File: config.mk
export PLATFORM = sky130hd
export DESIGN_NAME = button_conditioner
export DESIGN_NICKNAME = d
export VERILOG_FILES = /design/src/rtl/button_conditioner_pkg.sv /design/src/rtl/button_conditioner_channel.sv /design/src/rtl/button_conditioner.sv
export SDC_FILE = /design/constraint.sdc
export NUM_CORES = 1
export LEC_CHECK = 0
export ABC_AREA = 1
export CAP_MARGIN = 20
export CORE_MARGIN = 10
export CORE_UTILIZATION = 64
export DETAILED_ROUTE_END_ITERATION = 6
export GPL_TIMING_DRIVEN = 0
export PLACE_DENSITY_LB_ADDON = 0.05
export SETUP_SLACK_MARGIN = 0.2
export SYNTH_ARGS = -nofsm -noshare
export SYNTH_HDL_FRONTEND = slang
export SYNTH_SLANG_ARGS = --single-unit
File: constraint.sdc
create_clock -name clk -period 1.9 [get_ports clk]
set_input_delay 0.285 -clock clk [delete_from_list [all_inputs] [get_ports clk]]
set_output_delay 0.285 -clock clk [all_outputs]
set_load 0.05 [all_outputs]
File: src/rtl/button_conditioner_pkg.sv
`default_nettype none
// ============================================================================
//  Module      : button_conditioner_pkg
//  Description : Shared types and constants for the push-button front-end:
//                per-channel FSM encoding, default timing values and the
//                counter-width helper.
//  Revision    : 1.0 - initial release
// ============================================================================
package button_conditioner_pkg;

    // Per-channel debounce state
    typedef enum logic [1:0] {
        BTN_RELEASED    = 2'd0,
        BTN_ARM_PRESS   = 2'd1,
        BTN_HELD        = 2'd2,
        BTN_ARM_RELEASE = 2'd3
    } btn_state_t;

    // Defaults for a 50 MHz board clock
    localparam int C_N_BTN_DEFAULT        = 4;
    localparam int C_DEBOUNCE_DEFAULT     = 1_000_000;   // 20 ms
    localparam int C_REPEAT_DELAY_DEFAULT = 25_000_000;  // 500 ms
    localparam int C_REPEAT_RATE_DEFAULT  = 5_000_000;   // 100 ms

    // Bits needed to hold 0..max_val; never less than one bit
    function automatic int cnt_width(input int max_val);
        return (max_val < 1) ? 1 : $clog2(max_val + 1);
    endfunction

endpackage
`default_nettype wire

File: src/rtl/button_conditioner_channel.sv
`default_nettype none
// ============================================================================
//  Module      : button_conditioner_channel
//  Description : One button: 2-FF synchroniser, debounce FSM and auto-repeat
//                timer. Produces a clean level plus press/release/repeat
//                single-cycle strobes, all registered.
//  Revision    : 1.0 - initial release
// ============================================================================
module button_conditioner_channel
    import button_conditioner_pkg::*;
#(
    parameter int DEBOUNCE_CYCLES = C_DEBOUNCE_DEFAULT,
    parameter int REPEAT_DELAY    = C_REPEAT_DELAY_DEFAULT,
    parameter int REPEAT_RATE     = C_REPEAT_RATE_DEFAULT
) (
    input  logic clk,
    input  logic rst_n,
    input  logic btn_raw_n,
    output logic btn_level,
    output logic btn_press,
    output logic btn_release,
    output logic btn_repeat
);

    localparam int DW = cnt_width(DEBOUNCE_CYCLES);
    localparam int RW = cnt_width(REPEAT_DELAY);

    localparam logic [DW-1:0] c_dcnt_one  = DW'(1);
    localparam logic [DW-1:0] c_dcnt_last = DW'(DEBOUNCE_CYCLES - 1);
    localparam logic [RW-1:0] c_rcnt_one  = RW'(1);
    localparam logic [RW-1:0] c_rcnt_last = RW'((REPEAT_DELAY > 0) ? REPEAT_DELAY - 1 : 0);
    // After a tick, restart far enough along that the next tick is REPEAT_RATE
    // cycles away; a rate longer than the delay degrades to the delay.
    localparam logic [RW-1:0] c_rcnt_reload =
        RW'((REPEAT_DELAY > REPEAT_RATE) ? REPEAT_DELAY - REPEAT_RATE : 0);
    localparam bit c_repeat_en = (REPEAT_DELAY > 0);
    localparam bit c_deb_one   = (DEBOUNCE_CYCLES == 1);

    logic          r_sync1;
    logic          r_sync2;
    logic          w_pressed;
    btn_state_t    r_state;
    logic [DW-1:0] r_dcnt;
    logic [RW-1:0] r_rcnt;
    logic          r_level;
    logic          r_press;
    logic          r_release;
    logic          r_repeat;

    // Two-flop synchroniser; resets to the released (high) pin level
    always_ff @(posedge clk or negedge rst_n) begin
        if (!rst_n) begin
            r_sync1 <= 1'b1;
            r_sync2 <= 1'b1;
        end else begin
            r_sync1 <= btn_raw_n;
            r_sync2 <= r_sync1;
        end
    end

    assign w_pressed = ~r_sync2;

    // Debounce FSM with repeat timer; strobes default low every cycle
    always_ff @(posedge clk or negedge rst_n) begin
        if (!rst_n) begin
            r_state   <= BTN_RELEASED;
            r_dcnt    <= '0;
            r_rcnt    <= '0;
            r_level   <= 1'b0;
            r_press   <= 1'b0;
            r_release <= 1'b0;
            r_repeat  <= 1'b0;
        end else begin
            r_press   <= 1'b0;
            r_release <= 1'b0;
            r_repeat  <= 1'b0;
            case (r_state)
                BTN_RELEASED: begin
                    if (w_pressed) begin
                        if (c_deb_one) begin
                            r_state <= BTN_HELD;
                            r_press <= 1'b1;
                            r_level <= 1'b1;
                            r_rcnt  <= '0;
                        end else begin
                            r_state <= BTN_ARM_PRESS;
                            r_dcnt  <= c_dcnt_one;
                        end
                    end
                end
                BTN_ARM_PRESS: begin
                    if (!w_pressed) begin
                        r_state <= BTN_RELEASED;
                        r_dcnt  <= '0;
                    end else if (r_dcnt == c_dcnt_last) begin
                        r_state <= BTN_HELD;
                        r_press <= 1'b1;
                        r_level <= 1'b1;
                        r_rcnt  <= '0;
                        r_dcnt  <= '0;
                    end else begin
                        r_dcnt <= r_dcnt + c_dcnt_one;
                    end
                end
                BTN_HELD: begin
                    if (!w_pressed) begin
                        if (c_deb_one) begin
                            r_state   <= BTN_RELEASED;
                            r_release <= 1'b1;
                            r_level   <= 1'b0;
                        end else begin
                            r_state <= BTN_ARM_RELEASE;
                            r_dcnt  <= c_dcnt_one;
                        end
                    end else if (c_repeat_en) begin
                        if (r_rcnt == c_rcnt_last) begin
                            r_repeat <= 1'b1;
                            r_rcnt   <= c_rcnt_reload;
                        end else begin
                            r_rcnt <= r_rcnt + c_rcnt_one;
                        end
                    end
                end
                BTN_ARM_RELEASE: begin
                    // Repeat timer holds its value here so a rejected bounce resumes it
                    if (w_pressed) begin
                        r_state <= BTN_HELD;
                        r_dcnt  <= '0;
                    end else if (r_dcnt == c_dcnt_last) begin
                        r_state   <= BTN_RELEASED;
                        r_release <= 1'b1;
                        r_level   <= 1'b0;
                        r_dcnt    <= '0;
                    end else begin
                        r_dcnt <= r_dcnt + c_dcnt_one;
                    end
                end
                default: begin
                    r_state <= BTN_RELEASED;
                end
            endcase
        end
    end

    assign btn_level   = r_level;
    assign btn_press   = r_press;
    assign btn_release = r_release;
    assign btn_repeat  = r_repeat;

endmodule
`default_nettype wire

File: src/rtl/button_conditioner.sv
`default_nettype none
// ============================================================================
//  Module      : button_conditioner
//  Description : Push-button front-end. Instances one independent
//                conditioning channel per button and packs their outputs.
//  Revision    : 1.0 - initial release
// ============================================================================
module button_conditioner
    import button_conditioner_pkg::*;
#(
    parameter int N_BTN           = C_N_BTN_DEFAULT,
    parameter int DEBOUNCE_CYCLES = C_DEBOUNCE_DEFAULT,
    parameter int REPEAT_DELAY    = C_REPEAT_DELAY_DEFAULT,
    parameter int REPEAT_RATE     = C_REPEAT_RATE_DEFAULT
) (
    input  logic             clk,
    input  logic             rst_n,
    input  logic [N_BTN-1:0] btn_raw_n,
    output logic [N_BTN-1:0] btn_level,
    output logic [N_BTN-1:0] btn_press,
    output logic [N_BTN-1:0] btn_release,
    output logic [N_BTN-1:0] btn_repeat
);

    generate
        for (genvar g = 0; g < N_BTN; g++) begin : g_chan
            button_conditioner_channel #(
                .DEBOUNCE_CYCLES (DEBOUNCE_CYCLES),
                .REPEAT_DELAY    (REPEAT_DELAY),
                .REPEAT_RATE     (REPEAT_RATE)
            ) u_chan (
                .clk         (clk),
                .rst_n       (rst_n),
                .btn_raw_n   (btn_raw_n[g]),
                .btn_level   (btn_level[g]),
                .btn_press   (btn_press[g]),
                .btn_release (btn_release[g]),
                .btn_repeat  (btn_repeat[g])
            );
        end
    endgenerate

endmodule
`default_nettype wire

### After elaboration in Yosys (flattened, before gate mapping)

Cells that the tools add are included.
Widths: inputs -> output; s select.

* eq/ne operators: 56
* add/sub/neg operators: 8
* shifts and indexed selects: 0
* divide/modulo/power cells: 0
* magnitude comparators: 0
* muxes and demuxes: 124
* reductions and logical operators: 28
* bitwise gates (word level): 0
* multiply operators: 0

Operator list (number)
* $mux 20: 20
* $mux 25: 16
* $pmux 20 s4: 4
* $pmux 25 s2: 4
* $add 25x1->25 const B: 4
* $eq 25x25->1 const B: 4
* $add 20x1->20 const B: 4
* $eq 20x20->1 const B: 4
* $mux 1: 48
* $mux 2: 24
* $ne 2x1->1 const B: 16
* $pmux 2 s4: 4
* $reduce_and 4->1: 8
* $ne 2x2->1 const B: 12
* $reduce_and 5->1: 4
* $eq 2x2->1 const B: 8
* $reduce_bool 2->1: 8
* $ne 3x1->1 const B: 4
* $ne 3x3->1 const B: 4
* $eq 2x1->1 const B: 4
* $logic_not 2->1: 4
* $pmux 1 s2: 4
* $reduce_and 2->1: 4

* input bits: 6
* output and inout bits: 16
* register bits: 212
* memories kept: 0
* bits in read-only memories: 0
* bits in latches: 0
* logic and storage cells: 252
* RAM bits: 0

### Depth between registers and ports, before layout

* depth in word-level cells: 4
* gate-level depth with buffers: 12
* depth with buffers taken out: 12

### Cells and area by module

From an unflattened synthesis, not the netlist that was laid out.

* cells, all modules: 1755
* area, all modules: 12869.8 um^2

Modules (own cells, without submodules)
* button_conditioner_channel at g_chan[0].u_chan ...: area each 3216.8 um^2, sequential area each 1328.8 um^2, cells an instance 438, times used 3
* button_conditioner_channel at g_chan[3].u_chan: area each 3219.3 um^2, sequential area each 1328.8 um^2, cells an instance 441, times used 1

### Worst setup path before layout

Ideal clock, no wire load.

* kind: register to register
* start point: register g_chan[2].u_chan.r_rcnt[0]
* end point: register g_chan[2].u_chan.r_rcnt[22]
* arrival time: 1.512 ns
* library setup time: 0.117 ns
* stages on the path, launching flop included: 11
* path buffers: 0
* period minus slack after synthesis: 1.629 ns
* slack: 0.271 ns
* data required time: 1.783 ns
* cells stage by stage: dfrtp_1 > ha_1 > nand2_1 > nor2_2 > nand2_2 > nor2_4 > nand3_1 > nor2_1 > nand3_1 > nand2_1 > nor2_2

* word-level cells in the longest chain between the ends: 4
* elaborated cells between the ends (all ways): 5
* those cells by class: add/sub: 1; eq/ne: 1; mux: 3

Ends and longest elaborated chain
* from (decl): RTL line button_conditioner_channel.sv:44 `logic [RW-1:0] r_rcnt;`
* from (signal assigned): RTL line button_conditioner_channel.sv:118 `r_rcnt <= c_rcnt_reload;`
* from (signal assigned): RTL line button_conditioner_channel.sv:120 `r_rcnt <= r_rcnt + c_rcnt_one;`
* $add 25x1->25 or $eq 25x25->1 (tied branches): RTL line button_conditioner_channel.sv:120, button_conditioner_channel.sv:116
* $mux 25 *: RTL line button_conditioner_channel.sv:116 `if (r_rcnt == c_rcnt_last) begin`
* $mux 25 *: RTL line button_conditioner_channel.sv:106 `if (!w_pressed) begin`
* $pmux 25 s2 *: RTL line button_conditioner_channel.sv:77 `case (r_state)`

Mark *: on every way between the ends. The rest lies on a longest branch, timed or not. The select of a mux whose other input is x is not followed.
A chain may end at the register's enable or synchronous reset.

### Worst setup path after layout

* start point: register g_chan[3].u_chan.r_dcnt[1]
* end point: register g_chan[3].u_chan.r_rcnt[8]

* word-level cells in the longest chain between the ends: 3

Ends and longest elaborated chain
* from (decl): RTL line button_conditioner_channel.sv:43 `logic [DW-1:0] r_dcnt;`
* from (signal assigned): RTL line button_conditioner_channel.sv:87 `r_dcnt <= c_dcnt_one;`
* from (signal assigned): RTL line button_conditioner_channel.sv:102 `r_dcnt <= r_dcnt + c_dcnt_one;`
* from (signal assigned): RTL line button_conditioner_channel.sv:113 `r_dcnt <= c_dcnt_one;`
* $eq 20x20->1: RTL line button_conditioner_channel.sv:95 `end else if (r_dcnt == c_dcnt_last) begin`
* $ne 2x1->1 (no line)
* $reduce_and 4->1 (no line)
* to (signal assigned): RTL line button_conditioner_channel.sv:118
* to (signal assigned): RTL line button_conditioner_channel.sv:120
* to (decl): RTL line button_conditioner_channel.sv:44

No other way between the ends.

==> results.sh <==
export IMPL_worstPathArrival_ns=2.18
export IMPL_drc_errors=0
export IMPL_viasPerCell=5.649
export IMPL_r2r_start="g_chan[3].u_chan.r_dcnt[1]$_DFFE_PN0P_"
export IMPL_dieArea_sq_um=26410
export IMPL_ys_ff_latch=212
export IMPL_grt_pass1_vias=11560
export IMPL_cts_tree="built"
export IMPL_synth_nets=1861
export IMPL_clock_sinks=212
export IMPL_clock_latency_ns=0.52
export IMPL_rsz0062_at_grt="yes"
export IMPL_worst_setup_path_type="reg2reg"
export IMPL_rr_worst_depth=10
export IMPL_fin_skew_ns=0.007732
export IMPL_drive_above_1_share_pct=21.18
export IMPL_grt_pass1_wl_um=53700
export IMPL_synth_distinct_cells=46
export IMPL_stdcell_count=2262
export IMPL_fin_nets=1988
export IMPL_utilization_pct=80.55
export IMPL_netlist_instances=1847
export IMPL_syn_area_per_cell_sq_um=7.037
export IMPL_slowest_stage="dfrtp_1"
export IMPL_worstHoldPathCells=1
export IMPL_fin_ws_ns=0.1004
export IMPL_dpl_hpwl_um=21260
export IMPL_maxCapViolations=0
export IMPL_hold_path_class="in2reg"
export IMPL_worst_pin_slew_ns=0.7526
export IMPL_yosysSeqAreaShare_pct=40.89
export IMPL_outcome="finished, final reports clean"
export IMPL_io_pins=22
export IMPL_synth_top_area_share_pct=39.28
export IMPL_setup_viol=0
export IMPL_min_to="g_chan[1].u_chan.r_sync1$_DFF_PN1_"
export IMPL_total_power_mw=12.95
export IMPL_num_rows=52
export IMPL_start_util_pct=64.65
export IMPL_drv_slew=0
export IMPL_layout_commonest_cell="nand2_1"
export IMPL_worstPathCellList="ha_2, nand2_4, nor2_4, inv_2, nor2_4, nand3_4, nand2_8, buf_12, clkbuf_16, o211ai_1"
export IMPL_cp_slowest_stage_delay_ns=0.38
export IMPL_hold_path_startpoint="btn_raw_n[1]"
export IMPL_grt_overflow_total=0
export IMPL_clkTransAtPathRegs_ns=0.06
export IMPL_synthToLayoutAreaGrowth_pct=24.60
export IMPL_cts_max_level=1
export IMPL_antenna_found_initial=0
export IMPL_die_x_um=162.5
export IMPL_coreArea_sq_um=20100
export IMPL_crit_required_ns=2.28
export IMPL_grt_max_degree=114
export IMPL_clock_fmax_ghz=0.5557
export IMPL_wl_per_cell_um=15.50
export IMPL_yosys_warnings=0
export IMPL_synth_top_area_cell="dfrtp_1"
export IMPL_r2r_setup_slack_ns=0.10
export IMPL_synth_area_leaders="dfrtp_1, nand2_1, nor2_1"
export IMPL_dr_total_vias=12780
export IMPL_final_hold_viol_count=0
export IMPL_endpoint_kind="flop"
export IMPL_cts_buffer_depth=3
export IMPL_p_per_area_nw_per_um2=799.6
export IMPL_portBuffers=21
export IMPL_synth_flop_cell="dfrtp_1"
export IMPL_power_leakage_nw=7.320
export IMPL_cts_buffers=24
export IMPL_timing_rr_end="g_chan[3].u_chan.r_rcnt[8]$_DFFE_PN0P_"
export IMPL_place_ws_ns=-0.02290
export IMPL_drt_iter0_drc=1093
export IMPL_async_reset_ff_share_pct=100.0
export IMPL_die_h_um=162.5
export IMPL_gp_congestion=0.9489
export IMPL_fin_hold_ws_ns=0.1775
export IMPL_n_antenna_cell=0
export IMPL_place_inst=2139
export IMPL_fin_crit_ns=1.800
export IMPL_critPathMaxFanout=7
export IMPL_dr_pass1_iters=5
export IMPL_peakVddDrop_mv=0.8308
export IMPL_grt_usage_pct=23.69
export IMPL_fillers=1349
export IMPL_synth_edf_count=0
export IMPL_drtAntennaViolNets=0
export IMPL_relSlewSlack_pct=49.83
export IMPL_syn_area_sq_um=13000
export IMPL_root_buffer="clkbuf_16"
export IMPL_path_common_cell="nor2_4"
export IMPL_critical_path_startpoint_type="flop"
export IMPL_layout_common_cells="nand2_1, nor2_1, inv_1"
export IMPL_post_route_period_util_pct=94.71
export IMPL_wl_um=35060
==> sequential cells by signal, summed over array words and instances (netlist names), named ones only <==
signal	count
g_chan.u_chan.btn_release	4
g_chan.u_chan.btn_repeat	4
g_chan.u_chan.btn_level	4
g_chan.u_chan.r_sync2	4
g_chan.u_chan.r_sync1	4
g_chan.u_chan.r_dcnt	80
g_chan.u_chan.r_rcnt	100
g_chan.u_chan.btn_press	4
g_chan.u_chan.r_state	4
==> power breakdown <==
group / switching, mW / internal (mW) / total (mW)
Combinational: 1.58 / 1.06 / 2.64
Clock: 1.93 / 3.39 / 5.32
Sequential: 0.252 / 4.73 / 4.99
==> stage by stage <==
step                      area, sq um  setup TNS (ns)
after detailed placement        13580        -0.05316
after global placement          13550        -1751.94
after CTS                       14880               0
after floorplan                 13000               0
after global routing            16190               0
final                           16190               0
==> how the worst max path moves through the flow <==
stage | to | slack [ns] | startpoint | depth (start not counted)
CTS | g_chan[3].u_chan.r_rcnt[23]$_DFFE_PN0P_ | 0.19 | g_chan[3].u_chan.r_dcnt[1]$_DFFE_PN0P_ | 11
finish | g_chan[3].u_chan.r_rcnt[8]$_DFFE_PN0P_ | 0.10 | g_chan[3].u_chan.r_dcnt[1]$_DFFE_PN0P_ | 10
global route | g_chan[3].u_chan.r_rcnt[10]$_DFFE_PN0P_ | 0.02 | g_chan[3].u_chan.r_dcnt[1]$_DFFE_PN0P_ | 10
detailed placement | g_chan[2].u_chan.r_rcnt[22]$_DFFE_PN0P_ | -0.02 | g_chan[2].u_chan.r_rcnt[0]$_DFFE_PN0P_ | 10
floorplan | g_chan[2].u_chan.r_rcnt[22]$_DFFE_PN0P_ | 0.27 | g_chan[2].u_chan.r_rcnt[0]$_DFFE_PN0P_ | 10
global placement | g_chan[2].u_chan.r_rcnt[14]$_DFFE_PN0P_ | -8.38 | rst_n | 1
==> worst max-delay path: cells and delay by family (launching register included) <==
kind / cells / cell delay [ns]
DFF: 1 / 0.38
and+or+nand+nor: 5 / 0.66
AOI/OAI and AO/OA: 1 / 0.08
adders and majority gates: 1 / 0.23
buffers and inverters: 3 / 0.31
==> timing repair <==
action                                 4_1_cts  5_1_grt
pin swaps                                   12       56
hold buffers                                 1        0
endpoints found under the hold margin       92        0
resized for setup                           90      242
setup endpoints to repair                  159      177
gates cloned                                 0       12
setup buffers                               25       41
==> kinds of logic after synthesis <==
kind of cell,share of synthesized area [%]
buf+inv,9.357
xor+xnor,4.380
simple gates,36.49
flops,40.89
fa+ha+maj,0.7702
compound gates,8.106
==> routing by layer <==
metal	vias up	wire length [um]	share of wire, %	GRT usage, %
met5	-	0	0	0
met4	0	1093	3.1	5.707
met3	105	2101	6.0	3.059
met2	495	16990	48	39.91
met1	6001	14870	42	31.78
li1	6177	-	-	-
==> cell usage after synthesis (4+ instances only) <==
library cell and count:
buf_6 7, buf_2 10, o22ai_1 20, nand3b_1 7, nor2_1 267, nand2_2 12, inv_1 209, nor2_2 22
o211ai_1 4, nand3_1 155, buf_4 19, clkbuf_1 8, a21oi_2 6, xor2_1 63, nor2_4 5, nand2_1 507
nor3_1 48, o21ai_0 75, inv_2 23, nand4_1 44, dfstp_2 8, ha_1 8, o21ai_1 45, a21oi_1 32
nand3_2 4, dfrtp_1 204
==> cell type report <==
cell class / instances / area [sq um] / area share (%)
buffer: 46 / 432.9 / 2.673
clock buffer: 27 / 643.1 / 3.971
clock inverter: 17 / 271.5 / 1.677
inverter: 233 / 902.1 / 5.571
multi-input combinational: 1356 / 7216 / 44.56
sequential: 212 / 5326 / 32.89
tap: 270 / 337.8 / 2.086
timing repair buffer: 101 / 1065 / 6.575
Power figures use the tool's default switching activity.
